===== src/rtl/color_pkg.sv =====
// Colour formats shared across the raster pipeline.
package color_pkg;
  typedef logic [11:0] color12_t;
endpackage


===== src/rtl/math_pkg.sv =====
// Fixed-point numeric types shared across the raster pipeline.
package math_pkg;
  typedef logic signed [31:0] q16_16_t;
endpackage


===== src/rtl/rast_pkg.sv =====
// Triangle setup record and walker state shared by the rasterizer front end.
package rast_pkg;
  import math_pkg::*;
  import color_pkg::*;

  localparam int unsigned SUBPIXEL_BITS  = 4;
  localparam int unsigned DENOM_INV_BITS = 36;
  localparam int unsigned BBOX_W         = 16;
  localparam int unsigned DEPTH_W        = 24;

  typedef struct packed {
    q16_16_t                              v0_x;
    q16_16_t                              v0_y;
    logic signed [BBOX_W+SUBPIXEL_BITS-1:0] e0_x;
    logic signed [BBOX_W+SUBPIXEL_BITS-1:0] e0_y;
    logic signed [BBOX_W+SUBPIXEL_BITS-1:0] e1_x;
    logic signed [BBOX_W+SUBPIXEL_BITS-1:0] e1_y;
    logic signed [DENOM_INV_BITS-1:0]     denom_inv;
    logic [BBOX_W-1:0]                    bbox_min_x;
    logic [BBOX_W-1:0]                    bbox_min_y;
    logic [BBOX_W-1:0]                    bbox_max_x;
    logic [BBOX_W-1:0]                    bbox_max_y;
    color12_t                             color0;
    color12_t                             color1;
    color12_t                             color2;
    logic [DEPTH_W-1:0]                   depth0;
    logic [DEPTH_W-1:0]                   depth1;
    logic [DEPTH_W-1:0]                   depth2;
  } tri_setup_t;

  typedef enum logic [1:0] {
    S_IDLE,
    S_WALK,
    S_DRAIN,
    S_DONE
  } walker_state_t;

  function automatic logic [BBOX_W-1:0] clamp_max(input logic [BBOX_W-1:0] v,
                                                   input int unsigned lim);
    return (v > BBOX_W'(lim)) ? BBOX_W'(lim) : v;
  endfunction
endpackage


===== src/rtl/raster_tile_walker.sv =====
// Walks a triangle's clamped screen bounding box row-major, one pixel beat per
// accepted handshake, then waits for the evaluator to drain before signalling done.
module raster_tile_walker
  import rast_pkg::*;
#(
  parameter int unsigned WIDTH  = 320,
  parameter int unsigned HEIGHT = 240,
  localparam int unsigned XW = $clog2(WIDTH),
  localparam int unsigned YW = $clog2(HEIGHT)
) (
  input  logic             clk,
  input  logic             rst,
  input  tri_setup_t       tri_in,
  input  logic             tri_valid,
  output logic             tri_ready,
  input  logic             abort,
  output logic [XW-1:0]    pix_x,
  output logic [YW-1:0]    pix_y,
  output tri_setup_t       pix_tri,
  output logic             pix_valid,
  input  logic             pix_ready,
  input  logic             eval_busy,
  output logic             tri_done,
  output logic [16:0]      tri_pixels
);

  walker_state_t state, state_n;

  logic [BBOX_W-1:0] clamp_x, clamp_y;
  logic              empty, accept, xfer, last_col, last_row;
  logic [XW-1:0]     min_x_q, max_x_q;
  logic [YW-1:0]     max_y_q;
  logic [16:0]       cnt;

  // Empty test runs on full bbox width so off-screen mins never alias on-screen.
  always_comb begin
    clamp_x = clamp_max(tri_in.bbox_max_x, WIDTH - 1);
    clamp_y = clamp_max(tri_in.bbox_max_y, HEIGHT - 1);
    empty   = (tri_in.bbox_min_x > clamp_x) ||
              (tri_in.bbox_min_y > clamp_y) ||
              (tri_in.denom_inv == '0);
  end

  assign tri_ready = (state == S_IDLE);
  assign pix_valid = (state == S_WALK);
  assign tri_done  = (state == S_DONE);
  assign accept    = tri_valid && tri_ready;
  assign xfer      = pix_valid && pix_ready;
  assign last_col  = (pix_x == max_x_q);
  assign last_row  = (pix_y == max_y_q);

  always_ff @(posedge clk or posedge rst) begin
    if (rst) state <= S_IDLE;
    else     state <= state_n;
  end

  always_comb begin
    state_n = state;
    unique case (state)
      S_IDLE:  if (accept) state_n = empty ? S_DRAIN : S_WALK;
      S_WALK: begin
        if (abort)                           state_n = S_IDLE;
        else if (xfer && last_col && last_row) state_n = S_DRAIN;
      end
      S_DRAIN: begin
        if (abort)           state_n = S_IDLE;
        else if (!eval_busy) state_n = S_DONE;
      end
      S_DONE:  state_n = S_IDLE;
      default: state_n = S_IDLE;
    endcase
  end

  always_ff @(posedge clk or posedge rst) begin
    if (rst) begin
      pix_tri    <= '0;
      pix_x      <= '0;
      pix_y      <= '0;
      min_x_q    <= '0;
      max_x_q    <= '0;
      max_y_q    <= '0;
      cnt        <= '0;
      tri_pixels <= '0;
    end else begin
      if (accept) begin
        pix_tri <= tri_in;
        pix_x   <= tri_in.bbox_min_x[XW-1:0];
        pix_y   <= tri_in.bbox_min_y[YW-1:0];
        min_x_q <= tri_in.bbox_min_x[XW-1:0];
        max_x_q <= clamp_x[XW-1:0];
        max_y_q <= clamp_y[YW-1:0];
        cnt     <= '0;
      end else if (xfer) begin
        cnt <= cnt + 1'b1;
        // At the final pixel the coordinates stay put; the FSM leaves WALK instead.
        if (!last_col) begin
          pix_x <= pix_x + 1'b1;
        end else if (!last_row) begin
          pix_x <= min_x_q;
          pix_y <= pix_y + 1'b1;
        end
      end
      if (state == S_DRAIN && !eval_busy && !abort)
        tri_pixels <= cnt;
    end
  end

endmodule

===== config.mk =====
export PLATFORM = sky130hd
export DESIGN_NAME = raster_tile_walker
export DESIGN_NICKNAME = d
export VERILOG_FILES = /design/src/rtl/color_pkg.sv /design/src/rtl/math_pkg.sv /design/src/rtl/rast_pkg.sv /design/src/rtl/raster_tile_walker.sv
export SDC_FILE = /design/constraint.sdc
export NUM_CORES = 1
export LEC_CHECK = 0
export BUFFER_PORTS_ARGS = -buffer_cell sky130_fd_sc_hd__buf_2
export CAP_MARGIN = 20
export CORE_AREA = 2 2 290 292
export DETAILED_ROUTE_END_ITERATION = 16
export DIE_AREA = 0 0 292 294
export PLACE_DENSITY_LB_ADDON = 0.1
export SLEW_MARGIN = 20
export SYNTH_ARGS = -nofsm -noshare
export SYNTH_HDL_FRONTEND = slang
export SYNTH_SLANG_ARGS = --single-unit

===== constraint.sdc =====
create_clock -name clk -period 11.64 [get_ports clk]
set_input_delay 0.582 -clock clk [delete_from_list [all_inputs] [get_ports clk]]
set_output_delay 0.582 -clock clk [all_outputs]
set_load 0.1 [all_outputs]

# Word level (Yosys, flattened, before mapping)
# Cells that the tools add are included.
# totals
output_inout_bits,389
inputBits,358
word_cells,78
reg_bits,431
# op_classes
eq_ne,10
addsub,3
magnitude_cmp,4
mux,19
reduce_logical,17
# ops
cell,n
$logic_not 36->1,1
$mux 9,4
$mux 17,2
$gt 16x16->1,2
$mux 16,2
$mux 8,4
$add 17x1->17 const B,1
$gt 16x8->1 const B,1
$gt 16x9->1 const B,1
$mux 2,6
$add 9x1->9 const B,1
$eq 9x9->1,1
$add 8x1->8 const B,1
$eq 8x8->1,1
$pmux 2 s4,1
$logic_and 1x1->1,6
$ne 3x3->1 const B,2
$reduce_and 3->1,2
$eq 2x2->1 const B,2
$reduce_bool 2->1,2
$ne 3x2->1 const B,1
$eq 2x1->1 const B,1
$logic_not 1->1,2
$logic_not 2->1,1
4 further kinds,5

# Depth between registers and ports, before layout
# Gate-level depths: netlist (run 1).
# logic_depth
depth_word,8
depth_mapped,12
ltp_nobuf,12

# Worst setup path after synthesis (run 1)
# Ideal clock, no wire load.
# synth_path
kind,reg2reg
startpoint,register state[1]
endpoint,register pix_y[2]
period_less_slack_ns,3.121
setup_time_ns,0.083
path_slack_ns,8.519
n_path_buf,0
required_ns,11.557
stages_incl_launch_ff,7
t_arrival_ns,3.038
cell_sequence,dfrtp_1 nor2b_1 nand2_1 nor4_2 nand3_1 xor2_1 o21ai_0
# synth_between
elab_chain_len,4
word_cells_on_any_way,9
cone_classes,eq/ne (2); mux (1); reduce/logical (6)
# synth_rtl
element,line,rtl
start: declaration,raster_tile_walker.sv:27,"walker_state_t state, state_n;"
start signal: assignment,raster_tile_walker.sv:54,else state <= state_n;
$eq 2x1->1,raster_tile_walker.sv:45,assign pix_valid = (state == S_WALK);
via pix_valid,raster_tile_walker.sv:20,"output logic pix_valid,"
$logic_and 1x1->1,raster_tile_walker.sv:48,assign xfer = pix_valid && pix_ready;
$reduce_bool 2->1 (no line),n/a,
$reduce_and 3->1 (no line),n/a,
end signal: assignment,raster_tile_walker.sv:88,pix_y <= tri_in.bbox_min_y[YW-1:0];
end signal: assignment,raster_tile_walker.sv:100,pix_y <= pix_y + 1'b1;
end: declaration,raster_tile_walker.sv:18,"output logic [YW-1:0] pix_y,"
# The timed path passes the listed nets, and every way through them passes these cells.
# A chain may end at the register's enable or synchronous reset.

# Worst setup path after layout (run 1)
# layout_path
startpoint,register state[0]
endpoint,register pix_tri[238] (netlist name)
# layout_between
elab_chain_len,2
# layout_rtl
element,line,rtl
$logic_not 2->1,raster_tile_walker.sv:44,assign tri_ready = (state == S_IDLE);
$logic_and 1x1->1,raster_tile_walker.sv:47,assign accept = tri_valid && tri_ready;
end signal: assignment,raster_tile_walker.sv:86,pix_tri <= tri_in;
end: declaration,raster_tile_walker.sv:19,"output tri_setup_t pix_tri,"
# Every way passes these cells.

==> summary.txt, run 1 <==
Layout
  – Most frequent cells in the layout: 1105 x nand2_1, 746 x buf_2, 422 x dfrtp_1
  – Commonest non-fill, non-tap cell in the layout: nand2_1
  – Non-filler cells, final: 3798
  – Fill count: about 9000
  – Fraction of layout cells with a size suffix above 1: 0.318
  – Final nets: ~3100
  – Area delta synth->final: 38.4%

Clock tree
  – Num Clock Sinks: between 400 and 500
  – Clock latency on the worst-skew pair: about 0.60 ns
  – H-tree depth: 2
  – Hold Buf Count CTS: 0
  – CTS tree: yes
  – CTS Buffer Depth: 3
  – Post-cts gate resize count: 0
  – Root buf cell: clkbuf_16
  – Post-CTS Setup Repair Bufs: 0
  – Clock-pin slew on the worst setup and hold paths: 0.06 ns
  – Num CTS Buffers: 55

STA
  – Fin crit period: 3.50 ns
  – Final setup vio count: 0
  – Skew final: around 0.027 ns
  – RSZ-0062 raised after global routing: false
  – Hold Fails Final Rpt: 0
  – Max_slew headroom: 0.319
  – Count of pins over their slew limit: 0
  – Tcrit/Tclk final: 0.300
  – Slew at the pin closest to its max-slew limit: 1.02 ns
  – F_max: approximately 0.29 GHz
  – Hold Slack: between 0.15 and 0.2 ns
  – Setup TNS: 0 ns

Routing
  – First drt pass iteration count: 5
  – Vias: around 15000
  – Drt via density: 4.04
  – DRT Wirelength: 68600 um
  – DR iter-0 viols: about 720
  – Antenna viol nets, final: 0
  – DR DRC count: 0
  – WL/cell: approximately 18 um

Yosys
  – Complex-gate fraction of the synthesized area: 0.0297
  – Synthesized cell area: roughly 17000 um^2
  – Avg Cell Area, Syn: about 9 um^2
  – Top_reg_cell synth: dfrtp_1
  – Warnings from Yosys: 0
  – Unique masters post-synth: 46
  – Mux contribution to synthesized area: 0.0147
  – Simple-gate share of the synthesized area: 0.276
  – Post-synth EDFFs: 0
  – Post-synthesis xor/xnor area fraction: 0.0227
  – Main combinational cell family by area after synthesis: simple AND/OR/NAND/NOR gates
  – Seq/Total Area, Yosys: 0.609
  – Cells after Synth: 1935
  – Synth Register Bits: between 400 and 500
  – Area share of fa/ha/maj cells after synthesis: 0.0252
  – Ys async rst share: 1.00

Place
  – Placed insts: ~3700
  – GPL Wtd Cong: about 0.82
  – HPWL Detailed: between 50000 and 60000 um
  – I/O Buffers: roughly 750

Setup path
  – Reg2Reg Depth: 6
  – FF-to-FF setup slack: 8.14 ns
  – Critical-path cell list: nor2_1 -> and2_4 -> buf_4 -> buf_4 -> nand2_1 -> nand2_1
  – Crit path max-delay family: buffers and inverters
  – Reg-to-Reg Start: state[0]$_DFFE_PP0P_
  – Critical path fanouts, max: between 70 and 80
  – Slowest-stage cell, CP: buf_4
  – Type of origin of the critical path: flip-flop
  – Buf/Inv on CP: 2
  – CP required: 12.16 ns
  – CP arrival: between 4 and 5 ns
  – CP Capture Type: flip-flop
  – Slowest stage delay, CP: 0.78 ns
  – Worst r2r dst: pix_tri[238]$_DFFE_PP0P_
  – WS Path Type: flip-flop to flip-flop

Global route
  – Vias in the first global route: approximately 16000
  – Initial antenna violation count: 20
  – GRT overflow: 0
  – First-pass GRT wire length: between 100000 and 150000 um
  – Largest net degree at the start of global routing: roughly 170
  – GRT Util Overall: 0.155

Hold path
  – Hold Path Sink: pix_tri[40]$_DFFE_PP0P_
  – Worst hold start: tri_in[40]
  – Hold Path Class: input port to flip-flop
  – Hold Path Depth: 3

Floorplan
  – Initial cell density of the core: 0.209
  – Die area: approximately 86000 um^2
  – Die span in x: approximately 290 um
  – Std cell rows: 106
  – Core ar.: between 80000 and 90000 um^2
  – IO Pins: approximately 750
  – Die Y: between 200 and 300 um

Status
  – Status: finished clean

Job
  – Max Cap Viol: 0
final cells by class:
cell class                 instances  area, um^2  share of cell area
antenna                           12        30.0             0.00125
multi-input combinational       1429        6460               0.269
sequential                       422       10600               0.440
clock inverter                    10         118             0.00490
timing repair buffer             757        3860               0.161
clock buffer                      82        1600              0.0666
inverter                           6        26.3             0.00109
tap                             1080        1350              0.0563
state kept, by name, summed over array words and instances, names as in the netlist:
name,cells
cnt,17
max_x_q,9
max_y_q,8
pix_tri,352
pix_x,9
pix_y,8
state,2
tri_pixels,17
tightest hold or removal path, cell delays in order:
cell and delay [ns]:
buf_2 0.07, nand2_1 0.04, nand2_1 0.04
worst max-delay path by stage:
stage	cells after the start	start	slack [ns]	endpoint
detailed placement	6	tri_valid	8.05	pix_tri[280]$_DFFE_PP0P_
CTS	6	state[0]$_DFFE_PP0P_	8.05	pix_tri[238]$_DFFE_PP0P_
global placement	13	tri_in[116]	8.08	state[0]$_DFFE_PP0P_
finish	6	state[0]$_DFFE_PP0P_	8.14	pix_tri[238]$_DFFE_PP0P_
floorplan	1	rst	5.36	cnt[0]$_DFFE_PP0P_
global route	6	state[0]$_DFFE_PP0P_	7.84	pix_tri[238]$_DFFE_PP0P_
stage by stage:
step	instance area (um^2)	setup slack [ns]	utilization
after detailed placement	22300	8.05	0.268
after floorplan	17400	5.36	-
final	24000	8.14	0.290
after global placement	22300	8.08	0.268
after CTS	24000	8.05	0.289
after global routing	24000	7.84	0.290
metal layers:
metal | wire length, um | track usage | part of all wire
met5 | 57 | 0 | 0.00083
met4 | 1990 | 0.0553 | 0.029
met3 | 4330 | 0.0412 | 0.063
met2 | 34900 | 0.271 | 0.51
met1 | 27200 | 0.183 | 0.40
cells by family (layout without fill, tap and decap cells):
group,after synthesis,count (layout)
fa+ha+maj,35,35
simple gates,1231,1231
flops,422,422
mux,23,23
compound gates,80,80
xor+xnor,45,45
other cells,1,27
buf+inv,98,855
synth_stat cells (2+ instances only):
library cell	count	area [um^2]
buf_1	13	48.8
a211oi_1	7	52.6
o211ai_1	5	37.5
or2_2	2	12.5
o31ai_1	3	22.5
nor2b_1	4	25.0
a31oi_1	2	12.5
mux2i_1	3	30.0
a21o_1	3	22.5
buf_2	6	30.0
buf_6	2	22.5
clkbuf_1	71	267
nand3_1	20	100
nand3b_1	2	15.0
nor4_1	14	87.6
a21oi_1	11	55.1
mux2_2	20	225
xnor2_1	18	158
and3_1	3	18.8
dfrtp_1	422	10600
nor3_1	7	35.0
xor2_1	27	236
inv_1	6	22.5
nand4_1	13	81.3
and4_1	2	17.5
ha_1	35	438
and2_1	3	18.8
o21ai_0	35	175
nand2_1	1106	4150
nor2_1	50	188
o22a_1	5	43.8
Power of run 1 is left out: the tool's default activity adds up to more than one toggle a clock period on the data nets, which glitch-free logic cannot reach.
==> inputs of run 2 (changes only) <==
clock period = 3.15 ns   (was 11.64 ns; I/O delays follow)
==> run 2 against run 1 <==
Compared with the run above:
- flip-flop and latch count unchanged
- critical path type is now input port to flip-flop
- sequential share of layout area down 5.9 points
- final cell count up 9.5%
==> summary.txt, run 2 (synthesized netlist as in run 1, its figures left out) <==
Floorplan
  – Die Y: 294 um (unchanged)
  – Std cell rows: 106 (unchanged)
  – Die span in x: 292 um (unchanged)
  – IO Pins: 747 (unchanged)
  – Die area: 85800 um^2 (unchanged)
  – Core ar.: 82900 um^2 (unchanged)
  – Initial cell density of the core: 0.209 (unchanged)

Global route
  – First-pass GRT wire length: 106000 um (+4.4%)
  – Largest net degree at the start of global routing: 153 (-7.3%)
  – Vias in the first global route: 17400 (+10%)
  – GRT Util Overall: 0.160 (+0.00452)
  – GRT overflow: 0 (unchanged)
  – Initial antenna violation count: 6 (-70%)

Setup path
  – Critical-path cell list: dlygate4sd3_1 -> buf_2 -> nor4_1 -> nand2_1 -> a41o_1 -> or2_2 -> ha_1 -> nor2b_1 -> o211ai_1 -> a2111oi_1 -> o31ai_1 -> o2111a_1 -> o32a_1
  – FF-to-FF setup slack: 0.80 ns (-7.34 ns)
  – Slowest stage delay, CP: 0.54 ns (-0.24 ns)
  – CP endpoint: state[0]$_DFFE_PP0P_
  – Critical path fanouts, max: 5 (-94%)
  – WS Path Type: input port to flip-flop
  – CP startpoint: tri_in[116]
  – CP required: 3.64 ns (-8.52 ns)
  – CP arrival: 3.43 ns (-0.59 ns)
  – Worst r2r dst: pix_x[1]$_DFFE_PP0P_
  – Reg2Reg Depth: 5 (-1)
  – Type of origin of the critical path: input port
  – CP Capture Type: flip-flop
  – Reg-to-Reg Start: pix_x[2]$_DFFE_PP0P_
  – Slowest-stage cell, CP: dlygate4sd3_1

Routing
  – Vias: 16900 (+9.8%)
  – Antenna viol nets, final: 0 (unchanged)
  – DRT Wirelength: 70500 um (+2.9%)
  – First drt pass iteration count: 5 (unchanged)
  – DR iter-0 viols: 711 (-0.56%)
  – WL/cell: 17.0 um (-6.1%)
  – DR DRC count: 0 (unchanged)
  – Drt via density: 4.05 (+0.28%)

STA
  – Skew final: 0.0280 ns (+0.00137 ns)
  – Hold Fails Final Rpt: 0 (unchanged)
  – Slew at the pin closest to its max-slew limit: 0.743 ns (-0.278 ns)
  – Fin crit period: a little under 3 ns
  – Fin worst setup slack: 0.205 ns (-7.94 ns)
  – Max_slew headroom: 0.504 (+0.185)
  – Final setup vio count: 0 (unchanged)
  – Setup TNS: 0 ns (unchanged)
  – Tcrit/Tclk final: 0.935
  – F_max: 0.340 GHz
  – RSZ-0062 raised after global routing: false
  – Count of pins over their slew limit: 0 (unchanged)

Layout
  – Area delta synth->final: 59.7%
  – Number of flip-flops in the largest register: 352 (unchanged)
  – Fill count: 8730 (-2.9%)
  – Largest Register: pix_tri
  – Most frequent cells in the layout: 1105 x nand2_1, 746 x buf_2, 422 x dfrtp_1
  – Commonest non-fill, non-tap cell in the layout: nand2_1
  – Leading registers by flop count: pix_tri (352), cnt (17), tri_pixels (17)
  – Final nets: 3429 (+12%)
  – Fraction of layout cells with a size suffix above 1: 0.284 (-0.0337)
  – Design area: 27700 um^2 (+15%)

Clock tree
  – CTS tree: yes
  – Num Clock Sinks: 422 (unchanged)
  – Post-CTS Setup Repair Bufs: 0 (unchanged)
  – Clock latency on the worst-skew pair: 0.60 ns (about the same)
  – CTS Buffer Depth: 3 (unchanged)
  – H-tree depth: 2 (unchanged)
  – Num CTS Buffers: 54 (-1.8%)
  – Root buf cell: clkbuf_16
  – Clock-pin slew on the worst setup and hold paths: 0.06 ns (about the same)

Place
  – Dpl ws: 0.109 ns (-7.94 ns)
  – HPWL Detailed: 51600 um (+2.2%)
  – I/O Buffers: 746 (unchanged)
  – GPL Wtd Cong: 0.810 (-1.5%)
  – Placed instance area: 22400 um^2 (+0.84%)

Hold path
  – Hold Path Class: input port to flip-flop

Status
  – Status: finished clean

Job
  – Max Cap Viol: 0 (unchanged)
run 2: changes by cell type in the layout (fill, tap and decap cells not counted), moves of 2 or more:
cell and change:
buf_6 -2, clkinv_2 +2, dlygate4sd3_1 +356, buf_12 +9, diode_2 -9, clkbuf_8 +4, buf_4 +3, bufinv_16 -2
run 2: area by class of cell:
class	count	area [um^2]	share of cell area
inverter	6	26.3	0.000948
antenna	3	7.51	0.000271
clock buffer	85	1630	0.0588
multi-input combinational	1429	6460	0.233
timing repair buffer	1123	7600	0.274
tap	1080	1350	0.0488
clock inverter	11	67.6	0.00244
sequential	422	10600	0.381
run 2: worst min path at each step:
stage / depth (start not counted) / from / to
2_1_floorplan: 2 / tri_in[0] / pix_tri[0]$_DFFE_PP0P_
3_3_place_gp: 2 / rst / pix_tri[328]$_DFFE_PP0P_
6_report: 3 / pix_ready / cnt[0]$_DFFE_PP0P_
5_1_grt: 4 / tri_valid / pix_tri[9]$_DFFE_PP0P_
4_1_cts: 4 / tri_valid / pix_tri[9]$_DFFE_PP0P_
3_5_place_dp: 2 / rst / pix_tri[351]$_DFFE_PP0P_
run 2: what timing repair did:
item                                   CTS  global route
hold buffers                           356             0
setup endpoints to repair                0             1
gates resized for setup                  0             1
endpoints found under the hold margin  450             0
run 2: critical path: cells and delay by family:
family                   cells  cell delay, ns
adder cells (fa/ha/maj)      1            0.18
buffers and inverters        2            0.67
AO/OA/AOI/OAI                6            1.52
AND/OR/NAND/NOR              4            0.89
run 2: metrics by stage:
step	util	hold WS [ns]	instances
2_1_floorplan	-	0.263	1949
3_3_place_gp	0.271	0.211	3704
3_5_place_dp	0.271	0.206	3704
4_1_cts	0.334	0.0721	4156
5_1_grt	0.334	0.103	4158
6_report	0.334	0.113	4159
run 2: per-layer routing:
| metal | track usage | up-vias | routed length, um |
|---|---|---|---|
| li1 | - | 8259 | - |
| met1 | 0.187 | 8049 | 28200 |
| met2 | 0.286 | 433 | 36200 |
| met3 | 0.0387 | 115 | 3960 |
| met4 | 0.0507 | 6 | 2090 |
| met5 | 0 | - | 38 |
Power of run 2 is left out for the same reason.
